`src/rtl/nvram_upload_pkg.sv`:
```
// Shared types and constants for the NVRAM upload responder.
package nvram_upload_pkg;

    typedef enum logic [2:0] {
        IDLE,
        PAUSE_WAIT,
        FETCH,
        LATCH,
        READY
    } state_e;

    localparam logic [7:0] DEFAULT_INDEX = 8'd4;
    localparam logic [7:0] PAD_BYTE      = 8'hFF;

endpackage

```
`src/rtl/nvram_dirty_tracker.sv`:
```
// Snoops CPU writes into the NVRAM window; reports dirty and a quiet-period expiry.
module nvram_dirty_tracker #(
    parameter int unsigned        ADDR_W = 16,
    parameter logic [ADDR_W-1:0]  BASE   = 16'h6000,
    parameter int unsigned        LENGTH = 256,
    parameter logic [19:0]        QUIET  = 20'd800000
) (
    input  logic              clk,
    input  logic              reset,
    input  logic              cpu_wr,
    input  logic [ADDR_W-1:0] cpu_addr,
    input  logic              clear,
    output logic              dirty,
    output logic              quiet
);

    // Window end is computed one bit wider so BASE+LENGTH never wraps.
    localparam logic [32:0] WIN_END = 33'(BASE) + 33'(LENGTH);

    logic        dirty_q, dirty_d;
    logic [19:0] cnt_q, cnt_d;
    logic        in_win;

    assign in_win = (33'(cpu_addr) >= 33'(BASE)) && (33'(cpu_addr) < WIN_END);

    always_comb begin
        dirty_d = dirty_q;
        cnt_d   = cnt_q;
        if (clear) begin
            dirty_d = 1'b0;
            cnt_d   = 20'd0;
        end else if (cpu_wr && in_win) begin
            dirty_d = 1'b1;
            cnt_d   = QUIET;
        end else if (cnt_q != 20'd0) begin
            cnt_d = cnt_q - 20'd1;
        end
    end

    always_ff @(posedge clk) begin
        if (reset) begin
            dirty_q <= 1'b0;
            cnt_q   <= 20'd0;
        end else begin
            dirty_q <= dirty_d;
            cnt_q   <= cnt_d;
        end
    end

    assign dirty = dirty_q;
    assign quiet = (cnt_q == 20'd0);

endmodule

```
`src/rtl/nvram_upload_server.sv`:
```
// Serves a window of game RAM to the HPS over ioctl upload, pausing the CPU meanwhile.
module nvram_upload_server
    import nvram_upload_pkg::*;
#(
    parameter int unsigned        ADDR_W = 16,
    parameter logic [ADDR_W-1:0]  BASE   = 16'h6000,
    parameter int unsigned        LENGTH = 256,
    parameter logic [7:0]         INDEX  = DEFAULT_INDEX,
    parameter int unsigned        RD_LAT = 1,
    parameter logic [19:0]        QUIET  = 20'd800000
) (
    input  logic              clk,
    input  logic              reset,
    input  logic              ioctl_upload,
    input  logic [7:0]        ioctl_index,
    input  logic              ioctl_rd,
    input  logic [24:0]       ioctl_addr,
    output logic [7:0]        ioctl_din,
    output logic              ioctl_upload_req,
    input  logic              cpu_wr,
    input  logic [ADDR_W-1:0] cpu_addr,
    output logic              pause_req,
    input  logic              paused,
    output logic [ADDR_W-1:0] ram_addr,
    output logic              ram_rd,
    input  logic [7:0]        ram_data,
    output logic              busy
);

    state_e      state_q, state_d;
    logic        active, active_q, start;
    logic [16:0] off_q, off_d;
    logic [1:0]  lat_q, lat_d;
    logic [7:0]  din_q, din_d;
    logic        pend_q, pend_d;
    logic [24:0] pend_addr_q, pend_addr_d;
    logic [24:0] sel_addr;
    logic [25:0] nxt_off;
    logic        nxt_oor;
    logic        clear_dirty;
    logic        dirty, quiet;

    assign active      = ioctl_upload && (ioctl_index == INDEX);
    assign start       = active && !active_q;
    assign clear_dirty = start && (state_q == IDLE);

    // Offsets past the window are clamped to LENGTH so the pad path is taken.
    assign sel_addr = ioctl_rd ? ioctl_addr : pend_addr_q;
    assign nxt_off  = 26'(sel_addr) + 26'd1;
    assign nxt_oor  = (nxt_off >= 26'(LENGTH));

    always_comb begin
        state_d     = state_q;
        off_d       = off_q;
        lat_d       = lat_q;
        din_d       = din_q;
        pend_d      = pend_q;
        pend_addr_d = pend_addr_q;

        if (state_q != IDLE && !active) begin
            state_d = IDLE;
            pend_d  = 1'b0;
            lat_d   = 2'd0;
        end else begin
            unique case (state_q)
                IDLE: begin
                    if (start) begin
                        state_d = PAUSE_WAIT;
                        off_d   = 17'd0;
                        lat_d   = 2'd0;
                        pend_d  = 1'b0;
                    end
                end
                PAUSE_WAIT: begin
                    if (paused) begin
                        state_d = FETCH;
                    end
                end
                FETCH: begin
                    if (lat_q == 2'(RD_LAT - 1)) begin
                        state_d = LATCH;
                        lat_d   = 2'd0;
                    end else begin
                        lat_d = lat_q + 2'd1;
                    end
                end
                LATCH: begin
                    din_d   = (off_q >= 17'(LENGTH)) ? PAD_BYTE : ram_data;
                    state_d = READY;
                end
                READY: begin
                    if (ioctl_rd || pend_q) begin
                        off_d   = nxt_oor ? 17'(LENGTH) : 17'(nxt_off);
                        pend_d  = 1'b0;
                        state_d = nxt_oor ? LATCH : FETCH;
                    end
                end
                default: state_d = IDLE;
            endcase

            // One-deep pending slot; later strobes before service are dropped.
            if (ioctl_rd && !pend_q && state_q != IDLE && state_q != READY) begin
                pend_d      = 1'b1;
                pend_addr_d = ioctl_addr;
            end
        end
    end

    always_ff @(posedge clk) begin
        if (reset) begin
            state_q     <= IDLE;
            active_q    <= 1'b0;
            off_q       <= 17'd0;
            lat_q       <= 2'd0;
            din_q       <= PAD_BYTE;
            pend_q      <= 1'b0;
            pend_addr_q <= 25'd0;
        end else begin
            state_q     <= state_d;
            active_q    <= active;
            off_q       <= off_d;
            lat_q       <= lat_d;
            din_q       <= din_d;
            pend_q      <= pend_d;
            pend_addr_q <= pend_addr_d;
        end
    end

    nvram_dirty_tracker #(
        .ADDR_W (ADDR_W),
        .BASE   (BASE),
        .LENGTH (LENGTH),
        .QUIET  (QUIET)
    ) u_dirty (
        .clk      (clk),
        .reset    (reset),
        .cpu_wr   (cpu_wr),
        .cpu_addr (cpu_addr),
        .clear    (clear_dirty),
        .dirty    (dirty),
        .quiet    (quiet)
    );

    assign ioctl_din        = din_q;
    assign busy             = (state_q != IDLE);
    assign pause_req        = busy;
    assign ram_rd           = (state_q == FETCH);
    assign ram_addr         = BASE + ADDR_W'(off_q);
    assign ioctl_upload_req = dirty && quiet && (state_q == IDLE);

endmodule
```
`config.mk`:
```
export PLATFORM = sky130hd
export DESIGN_NAME = nvram_upload_server
export DESIGN_NICKNAME = d
export VERILOG_FILES = /design/src/rtl/nvram_upload_pkg.sv /design/src/rtl/nvram_dirty_tracker.sv /design/src/rtl/nvram_upload_server.sv
export SDC_FILE = /design/constraint.sdc
export NUM_CORES = 1
export LEC_CHECK = 0
export BUFFER_PORTS_ARGS = -buffer_cell sky130_fd_sc_hd__buf_2
export CORE_UTILIZATION = 57
export CTS_BUF_LIST = sky130_fd_sc_hd__clkbuf_8
export CTS_CLUSTER_DIAMETER = 30
export DETAILED_ROUTE_END_ITERATION = 8
export GPL_TIMING_DRIVEN = 0
export PLACE_DENSITY = 0.83
export SLEW_MARGIN = 15
export SYNTH_ARGS = -nofsm -noshare
export SYNTH_HDL_FRONTEND = slang
export SYNTH_SLANG_ARGS = --single-unit
```
`constraint.sdc`:
```
create_clock -name clk -period 4.3 [get_ports clk]
set_clock_uncertainty 0.1 [all_clocks]
set_input_delay 0.43 -clock clk [delete_from_list [all_inputs] [get_ports clk]]
set_output_delay 0.43 -clock clk [all_outputs]
set_load 0.05 [all_outputs]
```
== Word level (Yosys, flattened, before mapping) ==
Cells that the tools add are included.

* Bitwise operators: 1
* $add $sub $neg: 4
* Equal/unequal tests: 12
* Order comparisons: 4
* Multiplexer cells: 21
* Reduce and logical (&&, ||, !) cells: 33

{| class="wikitable"
|+ Operators with widths
! kind !! count
|-
| $mux W17 || 3
|-
| $mux W20 || 2
|-
| $pmux W17 S2 || 1
|-
| $add A25 B1 Y26 const B || 1
|-
| $ge A26 B9 Y1 const B || 1
|-
| $mux W25 || 1
|-
| $logic_not A20 Y1 || 1
|-
| $reduce_bool A20 Y1 || 1
|-
| $sub A20 B1 Y20 const B || 1
|-
| $ge A17 B9 Y1 const B || 1
|-
| $add A15 B16 Y16 const A || 1
|-
| $ge A16 B15 Y1 const B || 1
|-
| $lt A16 B15 Y1 const B || 1
|-
| $pmux W3 S5 || 1
|-
| $mux W3 || 4
|-
| $logic_and A1 B1 Y1 || 11
|-
| $eq A8 B3 Y1 const B || 1
|-
| $mux W8 || 1
|-
| $reduce_and A4 Y1 || 2
|-
| $eq A3 B2 Y1 const B || 2
|-
| $ne A2 B2 Y1 const B || 3
|-
| $ne A3 B3 Y1 const B || 2
|-
| $reduce_and A2 Y1 || 3
|-
| $reduce_bool A2 Y1 || 3
|-
| 18 further kinds || 26
|}

* Register bits after elaboration: 78
* Word-level logic and storage cells: 85
* Bits of input ports: 63

== Longest topological paths before layout ==
Gate-level depths: netlist (run 1).

* Depth after elaboration: 6
* Gate-level depth with buffers: 15
* Mapped depth without buffers: 10

== Modules after synthesis ==
Synthesis (run 1) repeated with hierarchy kept, for this count alone.

* Cells, all modules: 551
* Area, all modules: 4563.1 um2

{| class="wikitable"
|+ By module, submodules not included
! module !! times used !! seq. area each (um2) !! cells each !! area an instance (um2)
|-
| nvram_upload_server || 1 || 1141.1 || 415 || 3369.5
|-
| nvram_dirty_tracker || 1 || 420.4 || 136 || 1193.6
|}

== Worst setup path after synthesis (run 1) ==
OpenSTA, ideal clock, no wires.

* Kind: input port to flip-flop
* From: input ioctl_rd
* To: register off_q[2]
* Slack: 986 ps
* Arrival: 3130 ps
* Path buffers: 5
* Data required time: 4116 ps
* Stages on the path: 15
* Cells stage by stage: buf_6 -> buf_6 -> buf_6 -> buf_2 -> buf_2 -> mux2_2 -> ha_1 -> nand4_1 -> o22ai_2 -> a211oi_1 -> a31o_2 -> o211ai_2 -> nor4_4 -> nand2_2 -> o31ai_2

* Cells in the longest elaborated chain, start to end: 6

{| class="wikitable"
|+ RTL lines
! what !! RTL line !! RTL
|-
| start, declared || nvram_upload_server.sv:16 || <nowiki>input logic ioctl_rd,</nowiki>
|-
| $mux W25 || nvram_upload_server.sv:48 || <nowiki>assign sel_addr = ioctl_rd ? ioctl_addr : pend_addr_q;</nowiki>
|-
| $add A25 B1 Y26 || nvram_upload_server.sv:49 || <nowiki>assign nxt_off = 26'(sel_addr) + 26'd1;</nowiki>
|-
| $ge A26 B9 Y1 || nvram_upload_server.sv:50 || <nowiki>assign nxt_oor = (nxt_off >= 26'(LENGTH));</nowiki>
|-
| $mux W17 || nvram_upload_server.sv:93 || <nowiki>off_d = nxt_oor ? 17'(LENGTH) : 17'(nxt_off);</nowiki>
|-
| $mux W17 || nvram_upload_server.sv:92 || <nowiki>if (ioctl_rd || pend_q) begin</nowiki>
|-
| $pmux W17 S2 || nvram_upload_server.sv:65 || <nowiki>unique case (state_q)</nowiki>
|-
| end signal, assigned || nvram_upload_server.sv:113 || <nowiki>off_q <= 17'd0;</nowiki>
|-
| end signal, assigned || nvram_upload_server.sv:121 || <nowiki>off_q <= off_d;</nowiki>
|-
| end, declared || nvram_upload_server.sv:32 || <nowiki>logic [16:0] off_q, off_d;</nowiki>
|}

Several ways; a longest one is shown, not always the timed one. The select of a mux whose other input is x is not followed.
A chain may end at the register's enable or synchronous reset.

== Worst setup path in the final report (run 1) ==
Ends and elaborated chain as after synthesis.

==> results.sh, run 1 <==
export IMPL_status="finished clean"
export IMPL_initial_core_util_pct=59.9
export IMPL_cts_tree="built"
export IMPL_tightest_slew_ns=0.632
export IMPL_cap_violations=0
export IMPL_rsz0062_at_grt="false"
export IMPL_grt_overflow=0
export IMPL_synth_xor_area_share_pct=4.39
export IMPL_cts_reportedPaths_clkPinSlew_ns=0.08
export IMPL_clockBufferDepth=2
export IMPL_critPathArrivalTime_ns=3.68
export IMPL_hold_slack_ns=0.186
export IMPL_critical_path_class="in2reg"
export IMPL_synthSimpleGateAreaFrac_pct=29.9
export IMPL_finalSetupViolCount=0
export IMPL_syn_to_final_growth_pct=17.3
export IMPL_ys_ff_latch=78
export IMPL_fill_cells=599
export IMPL_vias_per_cell=5.80
export IMPL_track_usage_pct=27.0
export IMPL_r2r_start="pend_addr_q[0]"
export IMPL_seq_area_frac_synth_pct=35.6
export IMPL_min_to="ioctl_din[5]"
export IMPL_grtUsageMet1_pct=33.1
export IMPL_synth_nets=597
export IMPL_cts_root_buf="clkbuf_8"
export IMPL_clock_sinks=78
export IMPL_drcViolationCount=0
export IMPL_wl_per_cell_microns=14.5
export IMPL_grt_pass1_wl_mm=17.9
export IMPL_cp_max_fo=10
export IMPL_cellLeakagePower_uw=0.00211
export IMPL_drt_iter0_markers=240
export IMPL_fp_dieW_microns=89.8
export IMPL_synth_area_leader_cell="dfxtp_1"
export IMPL_grt_use_met3_pct=3.89
export IMPL_die_height_microns=89.8
export IMPL_postCtsResizedCells=0
export IMPL_synthesis_yosys_warnings=0
export IMPL_drv_slew=0
export IMPL_clk_latency_ns=0.36
export IMPL_p_per_area_nw_per_um2=419
export IMPL_min_from="ram_data[5]"
export IMPL_synth_edff_count=0
export IMPL_drive_gt1_share_pct=24.0
export IMPL_drt_wl_total_mm=10.5
export IMPL_h_tree_depth=3
export IMPL_die_area_sq_um=8060
export IMPL_slew_headroom_pct=57.7
export IMPL_syn_inst=527
export IMPL_hp_class="in2reg"
export IMPL_grt_busiest_layer="met2"
export IMPL_use_met2_pct=46.0
export IMPL_place_hpwl_mm=7.85
export IMPL_portBuffers=81
export IMPL_gp_congestion=0.890
export IMPL_synth_most_common_cell="nand2_1"
export IMPL_first_pass_iters=5
export IMPL_avgSynthCellArea_sq_um=8.33
export IMPL_cts_hold_buf=0
export IMPL_synthAdderAreaFrac_pct=1.99
export IMPL_finalCriticalPeriod_ns=3.50
export IMPL_synthMuxAreaShare_pct=5.24
export IMPL_synth_compound_area_share_pct=16.0
export IMPL_cts_setup_buffers=0
export IMPL_rows=31
export IMPL_regToRegSetupSlack_ns=1.50
export IMPL_whs_path_depth=3
export IMPL_diodes=0
export IMPL_ir_drop_mv=0.256
export IMPL_async_flop_share_pct=0
export IMPL_worstSetupStartpointType="input port"
export IMPL_synth_area_sq_um=4390
export IMPL_synth_commonest_cells="nand2_1 (79), dfxtp_1 (78), a21oi_1 (47)"
export IMPL_r2r_end="off_q[2]"
export IMPL_ff2ff_path_depth=10
export IMPL_setup_tns_ns=0
export IMPL_fmax_ghz=0.286
export IMPL_synthDominantCellAreaShare_pct=35.6
export IMPL_ant_nets=0
export IMPL_grt_pass1_vias=4068
export IMPL_post_route_period_util_pct=81.4
export IMPL_antenna_found_initial=0
export IMPL_synth_top_family_by_area="simple AND/OR/NAND/NOR gates"
export IMPL_core_area_sq_um=7330
export IMPL_end_kind="flip-flop"
export IMPL_via_count=4193
export IMPL_synth_distinct_cells=66
export IMPL_hold_violations=0
export IMPL_grt_max_degree=15
export IMPL_boundaryPins=91
export IMPL_required_ns=4.48
export IMPL_numCtsBuffers=9
export IMPL_ys_top_cells_by_area="dfxtp_1 (36%), nand2_1 (6.8%), a21oi_1 (5.4%), mux2i_1 (3.2%), nor2_1 (2.7%)"
export IMPL_ys_flop_type="dfxtp_1"
export IMPL_nNetsFinal=689
-- layout by cell type, fill, tap and decap left out, types with 4 or more instances in the layout --
master | synthesis | layout
and3_1 | 5 | 5
dfxtp_1 | 78 | 78
a21oi_1 | 47 | 47
ha_1 | 7 | 7
o22ai_1 | 10 | 10
or3_1 | 8 | 8
o21ai_0 | 17 | 17
xnor2_1 | 12 | 12
buf_6 | 4 | 4
nand2b_1 | 13 | 13
mux2i_1 | 14 | 14
nor3b_1 | 4 | 4
nand2_1 | 79 | 79
nand4b_1 | 7 | 7
nand3_1 | 17 | 17
a211oi_1 | 7 | 7
nor4_1 | 10 | 10
xor2_1 | 10 | 10
nor2_1 | 32 | 32
clkbuf_8 | 0 | 10
and2_1 | 8 | 8
buf_4 | 14 | 14
nand4_1 | 10 | 10
buf_2 | 4 | 85
nor3_1 | 20 | 20
clkbuf_1 | 13 | 13
inv_1 | 13 | 13
mux2_2 | 8 | 8
-- final cells by class --
cell class	instances	area (sq um)	area share, %
Inverter	13	48.8	0.948
Timing Repair Buffer	81	405	7.87
Tap cell	99	124	2.41
Clock inverter	6	92.6	1.80
Sequential cell	78	1560	30.3
Multi-Input combinational cell	399	2530	49.1
Buffer	37	254	4.93
Clock buffer	10	138	2.67
-- report_power, final --
| group | total (uW) | leakage (uW) | switching, uW | internal [uW] |
|---|---|---|---|---|
| Sequential | 888 | 0.000631 | 85.3 | 803 |
| Clock | 635 | 0.000110 | 288 | 347 |
| Combinational | 634 | 0.00137 | 349 | 285 |
| Total | 2160 | 0.00211 | 723 | 1430 |
-- state kept, by name, indices dropped and copies added (netlist names) --
| register | cells |
|---|---|
| active_q | 1 |
| u_dirty.dirty | 1 |
| u_dirty.cnt_q | 20 |
| off_q | 17 |
| pend_addr_q | 25 |
| lat_q | 2 |
| pend_q | 1 |
| state_q | 3 |
| ioctl_din | 8 |
-- worst max-delay path by stage --
| stage | from | endpoint | depth (start not counted) |
|---|---|---|---|
| after detailed placement | ioctl_rd | off_q[2] | 15 |
| after global placement | ioctl_rd | off_q[2] | 15 |
| after CTS | ioctl_rd | off_q[2] | 15 |
| after global routing | ioctl_rd | off_q[2] | 15 |
| final | ioctl_rd | off_q[2] | 15 |
| after floorplan | ioctl_rd | off_q[2] | 15 |
-- cell families after synthesis --
| kind of cell | after synthesis |
|---|---|
| compound gates | 109 |
| xor+xnor | 22 |
| fa+ha+maj | 7 |
| buf+inv | 50 |
| flops | 78 |
| mux | 22 |
| simple gates | 239 |
-- through the flow --
stage                     setup slack [ns]  cells  power, uW  util [%]  instance area [sq um]
after floorplan                      0.986    527       1380         -                   4390
after global placement               0.521    707       1480      67.1                   4920
after detailed placement             0.426    707       1520      67.1                   4920
after CTS                            0.801    723       2160      70.3                   5150
after global routing                 0.642    723       2270      70.3                   5150
final                                0.800    723       2160      70.3                   5150
-- worst max-delay path, stage by stage --
cell      delay, ns
buf_6          0.11
buf_6          0.16
buf_6          0.16
buf_2          0.22
buf_2          0.29
mux2_2         0.21
ha_1           0.21
nand4_1        0.13
o22ai_2        0.33
a221oi_1       0.16
a311oi_1       0.34
nand4_1        0.22
nor4_4         0.28
nand2_2        0.15
o31ai_2        0.26
-- layer usage --
layer	vias to the layer above	wire length (microns)
met2	127	5200
li1	2066	-
met5	-	0
met4	0	199
met1	1985	4580
met3	15	500
No activity file was read; power rests on OpenSTA's default activity.
==> inputs of run 2 (changes only) <==
- ABC_AREA: not set -> 1
- CORE_UTILIZATION: 57 -> 58
- clock period: 4.3 -> 3.5 ns (I/O delays scaled with it)
==> results.sh, run 2 <==
export IMPL_synth_most_common_cell="nand2_1"
export IMPL_first_pass_iters=5
export IMPL_place_hpwl_mm=9.24
export IMPL_ys_top_cells_by_area="dfxtp_1 (34%), nand2_1 (16%), nor2_1 (10%), inv_1 (6.9%), nand3_1 (4.4%)"
export IMPL_boundaryPins=91
export IMPL_cts_hold_buf=0
export IMPL_nNetsFinal=911
export IMPL_p_comb_share_pct=46.0
export IMPL_clockBufferDepth=2
export IMPL_finalCriticalPeriod_ns=2.63
export IMPL_worstSetupStartpointType="flip-flop"
export IMPL_vias_per_cell=5.29
export IMPL_largest_register="pend_addr_q"
export IMPL_fill_cells=711
export IMPL_clock_sinks=78
export IMPL_core_area_sq_um=7730
export IMPL_antenna_found_initial=0
export IMPL_status="finished clean"
export IMPL_required_ns=3.65
export IMPL_cts_tree="built"
export IMPL_gp_congestion=0.960
export IMPL_final_common_cell="nand2_1"
export IMPL_final_cell_mix="nand2_1 (199), nor2_1 (124), buf_2 (87)"
export IMPL_syn_to_final_growth_pct=15.5
export IMPL_die_area_sq_um=8380
export IMPL_ys_flop_type="dfxtp_1"
export IMPL_ff2ff_path_depth=11
export IMPL_cts_reportedPaths_clkPinSlew_ns=0.09
export IMPL_seq_area_frac_synth_pct=33.6
export IMPL_fp_dieW_microns=91.5
export IMPL_cap_violations=0
export IMPL_tightest_slew_ns=0.741
export IMPL_postCtsResizedCells=0
export IMPL_track_usage_pct=29.6
export IMPL_post_route_period_util_pct=75.2
export IMPL_p_sw_share_pct=45.5
export IMPL_crit_path_cell_trace="nor2_2, inv_1, nor2_1, inv_1, nand2_1, inv_1, nor2_1, clkinv_1, buf_2, nor2_1, nor2_1"
export IMPL_p_per_area_nw_per_um2=649
export IMPL_synthesis_yosys_warnings=0
export IMPL_whs_path_depth=3
export IMPL_crit_path_frequent_cell="nor2_1"
export IMPL_numCtsBuffers=9
export IMPL_synth_commonest_cells="nand2_1 (199), nor2_1 (124), inv_1 (85)"
export IMPL_syn_inst=748
export IMPL_cp_max_fo=10
export IMPL_cellLeakagePower_uw=0.00256
export IMPL_setup_tns_ns=0
export IMPL_die_height_microns=91.5
export IMPL_drv_slew=0
export IMPL_clkPwrFrac_pct=18.1
export IMPL_rsz0062_at_grt="false"
export IMPL_initial_core_util_pct=60.2
export IMPL_synth_nets=818
export IMPL_synthDominantCellAreaShare_pct=33.6
export IMPL_drive_gt1_share_pct=18.1
export IMPL_via_count=5019
export IMPL_diodes=0
export IMPL_grt_pass1_vias=4670
export IMPL_top_regs="pend_addr_q (25), u_dirty.cnt_q (20), off_q (17)"
export IMPL_drcViolationCount=0
export IMPL_portBuffers=82
export IMPL_drt_iter0_markers=352
export IMPL_grt_max_degree=16
export IMPL_place_area_sq_um=5190
export IMPL_cpMaxStageDelayCell="dfxtp_1"
export IMPL_clk_latency_ns=0.36
export IMPL_synth_area_sq_um=4650
export IMPL_critical_path_class="reg2reg"
export IMPL_grt_overflow=0
export IMPL_synth_edff_count=0
export IMPL_hp_class="in2reg"
export IMPL_p_seq_share_pct=36.0
export IMPL_fmax_ghz=0.380
export IMPL_hold_violations=0
export IMPL_internal_power_uw=1900
export IMPL_cts_setup_buffers=0
export IMPL_final_area_sq_um=5370
export IMPL_async_flop_share_pct=0
export IMPL_cts_root_buf="clkbuf_8"
export IMPL_ant_nets=0
export IMPL_cp_slowest_stage_delay_ns=0.36
export IMPL_synth_distinct_cells=33
export IMPL_p_switching_uw=1590
export IMPL_wl_per_cell_microns=12.4
export IMPL_avgSynthCellArea_sq_um=6.22
export IMPL_rows=32
export IMPL_hold_slack_ns=0.105
export IMPL_synth_area_leader_cell="dfxtp_1"
export IMPL_grt_pass1_wl_mm=20.0
export IMPL_end_kind="flip-flop"
export IMPL_finalSetupViolCount=0
export IMPL_h_tree_depth=3
export IMPL_largest_register_ffs=25
export IMPL_drt_wl_total_mm=11.8
export IMPL_ir_drop_mv=0.706
export IMPL_slew_headroom_pct=50.1
export IMPL_critPathArrivalTime_ns=2.78
export IMPL_ys_ff_latch=78
==> run 2: critical path: cells and delay by family, from the launching register on <==
family | cells | cell delay (ns)
simple gates | 6 | 1.14
buf+inv | 5 | 0.93
flops | 1 | 0.36
==> run 2: worst paths after layout <==
check	startpoint	end	slack (ns)
max	state_q[0]	pend_addr_q[16]	0.87
min	ram_data[5]	ioctl_din[5]	0.11
max reg2reg	state_q[0]	pend_addr_q[16]	0.87
min reg2reg	off_q[16]	off_q[16]	0.36
==> run 2: kinds of logic after synthesis <==
kind of cell	count (synthesis)	share of synthesized area (%)
AND/OR/NAND/NOR	430	39.7
buffers and inverters	123	11.4
AO/OA/AOI/OAI	98	11.2
flip-flops	78	33.6
XOR/XNOR	12	2.26
adder cells (fa/ha/maj)	7	1.88
==> run 2: final cells by class <==
cell class | instances | area, sq um | share of cell area [%]
flip-flops and latches | 78 | 1560 | 29.1
multi-input cells | 547 | 2560 | 47.7
clock buffers | 9 | 124 | 2.31
well taps | 102 | 128 | 2.38
repair buffers | 82 | 410 | 7.64
inverters | 92 | 345 | 6.43
plain buffers | 31 | 183 | 3.40
clock inverters | 7 | 57.6 | 1.07
==> run 2: metrics by stage <==
step           util [%]  worst slack, ns  cells  power [uW]
2_1_floorplan         -            0.854    748        2470
3_3_place_gp       67.1            0.837    932        2780
3_5_place_dp       67.1            0.756    932        2840
4_1_cts            69.5            0.886    948        3480
5_1_grt            69.5            0.514    948        3800
6_report           69.5            0.867    948        3490
==> run 2: power by group through the flow <==
stage	Clock, uW	Sequential (uW)	Combinational, uW
finish	630	1250	1600
global route	679	1280	1840
CTS	641	1250	1590
detailed placement	0	1270	1580
global placement	0	1250	1530
floorplan	0	1230	1240
==> run 2: per-layer routing <==
metal / vias up / routed length [microns] / track usage [%]
met5: - / 0 / 0
met4: 0 / 197 / 8.07
met3: 17 / 902 / 7.20
met2: 173 / 5500 / 49.1
met1: 2278 / 5190 / 38.1
li1: 2551 / - / -
==> inputs of run 3 (changes only) <==
- clock period: 3.5 -> 2.6 ns (I/O delays scaled with it)
==> results.sh, run 3 (synthesized netlist as in run 2, its figures left out) <==
export IMPL_status="finished clean"
export IMPL_ir_drop_mv=0.963
export IMPL_r2r_end="off_q[8]"
export IMPL_regToRegSetupSlack_ns=0.21
export IMPL_top_regs="pend_addr_q (25), u_dirty.cnt_q (20), off_q (17)"
export IMPL_track_usage_pct=29.6
export IMPL_rows=32
export IMPL_drcViolationCount=0
export IMPL_via_count=5040
export IMPL_numCtsBuffers=9
export IMPL_r2r_start="pend_addr_q[9]"
export IMPL_grt_pass1_wl_mm=20.0
export IMPL_drt_wl_total_mm=12.1
export IMPL_grt_busiest_layer="met2"
export IMPL_gp_congestion=0.960
export IMPL_die_area_sq_um=8380
export IMPL_finalSetupViolCount=0
export IMPL_drt_iter0_markers=371
export IMPL_fill_cells=699
export IMPL_critical_path_class="reg2out"
export IMPL_grtUsageMet1_pct=38.1
export IMPL_internal_power_uw=2570
export IMPL_p_sw_share_pct=45.9
export IMPL_clockBufferDepth=2
export IMPL_p_switching_uw=2180
export IMPL_crit_path_cell_trace="or2_2, nor2_1, nand3_1, nor2_1, nand3_2, nor3_1, buf_2"
export IMPL_end_kind="output port"
export IMPL_largest_register_ffs=25
export IMPL_multiInputGateArea_sq_um=2590
export IMPL_p_seq_share_pct=35.5
export IMPL_drive_gt1_share_pct=19.1
export IMPL_grt_use_met3_pct=7.20
export IMPL_place_area_sq_um=5190
export IMPL_critPathArrivalTime_ns=2.05
export IMPL_cp_max_fo=7
export IMPL_final_area_sq_um=5410
export IMPL_grt_pass1_vias=4670
export IMPL_grt_max_degree=16
export IMPL_min_to="ioctl_din[5]"
export IMPL_post_route_period_util_pct=92.7
export IMPL_clkPwrFrac_pct=17.9
export IMPL_ff2ff_path_depth=15
export IMPL_cp_startpoint="u_dirty.cnt_q[13]"
export IMPL_antenna_found_initial=0
export IMPL_clock_sinks=78
export IMPL_nNetsFinal=912
export IMPL_hp_class="in2reg"
export IMPL_use_met2_pct=49.1
export IMPL_clk_latency_ns=0.36
export IMPL_ant_nets=0
export IMPL_finalCriticalPeriod_ns=2.41
export IMPL_seq_area_sq_um=1560
export IMPL_cts_tree="built"
export IMPL_final_common_cell="nand2_1"
export IMPL_grt_overflow=0
export IMPL_portBuffers=82
export IMPL_boundaryPins=91
export IMPL_p_per_area_nw_per_um2=878
export IMPL_total_power_uw=4750
export IMPL_syn_to_final_growth_pct=16.3
export IMPL_cts_root_buf="clkbuf_8"
export IMPL_h_tree_depth=3
export IMPL_cp_slowest_stage_delay_ns=0.35
export IMPL_first_pass_iters=5
export IMPL_cellLeakagePower_uw=0.00257
export IMPL_worstSetupStartpointType="flip-flop"
export IMPL_drv_slew=0
export IMPL_whs_path_depth=3
export IMPL_initial_core_util_pct=60.2
export IMPL_place_hpwl_mm=9.24
export IMPL_final_cell_mix="nand2_1 (198), nor2_1 (122), buf_2 (87)"
export IMPL_core_area_sq_um=7730
export IMPL_vias_per_cell=5.31
export IMPL_crit_buf_inv=1
export IMPL_diodes=0
export IMPL_cpMaxStageDelayCell="dfxtp_1"
export IMPL_hold_violations=0
export IMPL_path_delay_family="simple AND/OR/NAND/NOR gates"
export IMPL_required_ns=2.24
export IMPL_slew_headroom_pct=49.2
export IMPL_wl_per_cell_microns=12.7
export IMPL_die_height_microns=91.5
export IMPL_cts_reportedPaths_clkPinSlew_ns=0.09
export IMPL_largest_register="pend_addr_q"
export IMPL_tightest_slew_ns=0.754
export IMPL_cap_violations=0
export IMPL_crit_path_frequent_cell="nor2_1"
export IMPL_p_comb_share_pct=46.6
export IMPL_cts_setup_buffers=0
export IMPL_fp_dieW_microns=91.5
export IMPL_fmax_ghz=0.415
export IMPL_min_from="ram_data[5]"
==> run 3: worst register-to-register path: stages, from the launching register on <==
cell      delay, ns
dfxtp_1        0.35
inv_1          0.06
o21ai_2        0.20
nand2_1        0.14
nor2_2         0.23
nand2_1        0.09
nor2_1         0.16
nand3b_1       0.10
nand2_1        0.11
nand2_1        0.06
nor2_1         0.08
nand2_1        0.14
nor2_4         0.20
nand2_1        0.10
nand2_1        0.08
a21oi_1        0.07
==> run 3: routing by layer <==
layer  vias up  wire length (microns)
met5         -                      0
met1      2284                   5300
met3        23                    926
met2       179                   5680
li1       2554                      -
met4         0                    170
==> run 3: power by group through the flow <==
stage,Sequential (uW),Combinational (uW),Clock (uW)
after detailed placement,1700,2120,0
after global routing,1720,2530,914
after global placement,1690,2050,0
after floorplan,1660,1670,0
after CTS,1680,2140,863
final,1690,2210,850
==> run 3: stage by stage <==
step                setup slack [ns]  cells  setup TNS (ns)  hold slack, ns  utilization (%)
finish                         0.190    949               0          0.0171             70.0
global route                -0.00328    949        -0.00517         0.00737             70.0
detailed placement           -0.0544    932         -0.0705           0.341             67.1
CTS                           0.0991    948               0         0.00464             69.5
floorplan                     0.0442    748               0           0.291                -
global placement              0.0273    932               0           0.327             67.1
==> run 3: area by class of cell <==
cell class / instances / share of cell area, %
Multi-Input combinational cell: 548 / 48.0
Sequential cell: 78 / 28.9
Timing Repair Buffer: 82 / 7.59
Inverter: 92 / 6.41
Buffer: 31 / 3.43
Tap cell: 102 / 2.36
Clock buffer: 9 / 2.29
Clock inverter: 7 / 1.06
==> run 3: what timing repair did <==
item | in CTS | in global routing
gates cloned | 0 | 1
endpoints found under the setup margin | 2 | 35
gates resized for setup | 1 | 11
hold buffers | 0 | 0
pin swaps | 0 | 1
==> run 3: how the worst max path moves through the flow <==
| stage | to | cells past startpoint |
|---|---|---|
| 2_1_floorplan | ioctl_upload_req | 5 |
| 3_3_place_gp | off_q[8] | 17 |
| 3_5_place_dp | off_q[8] | 17 |
| 4_1_cts | pend_addr_q[16] | 11 |
| 5_1_grt | off_q[5] | 11 |
| 6_report | ioctl_upload_req | 7 |
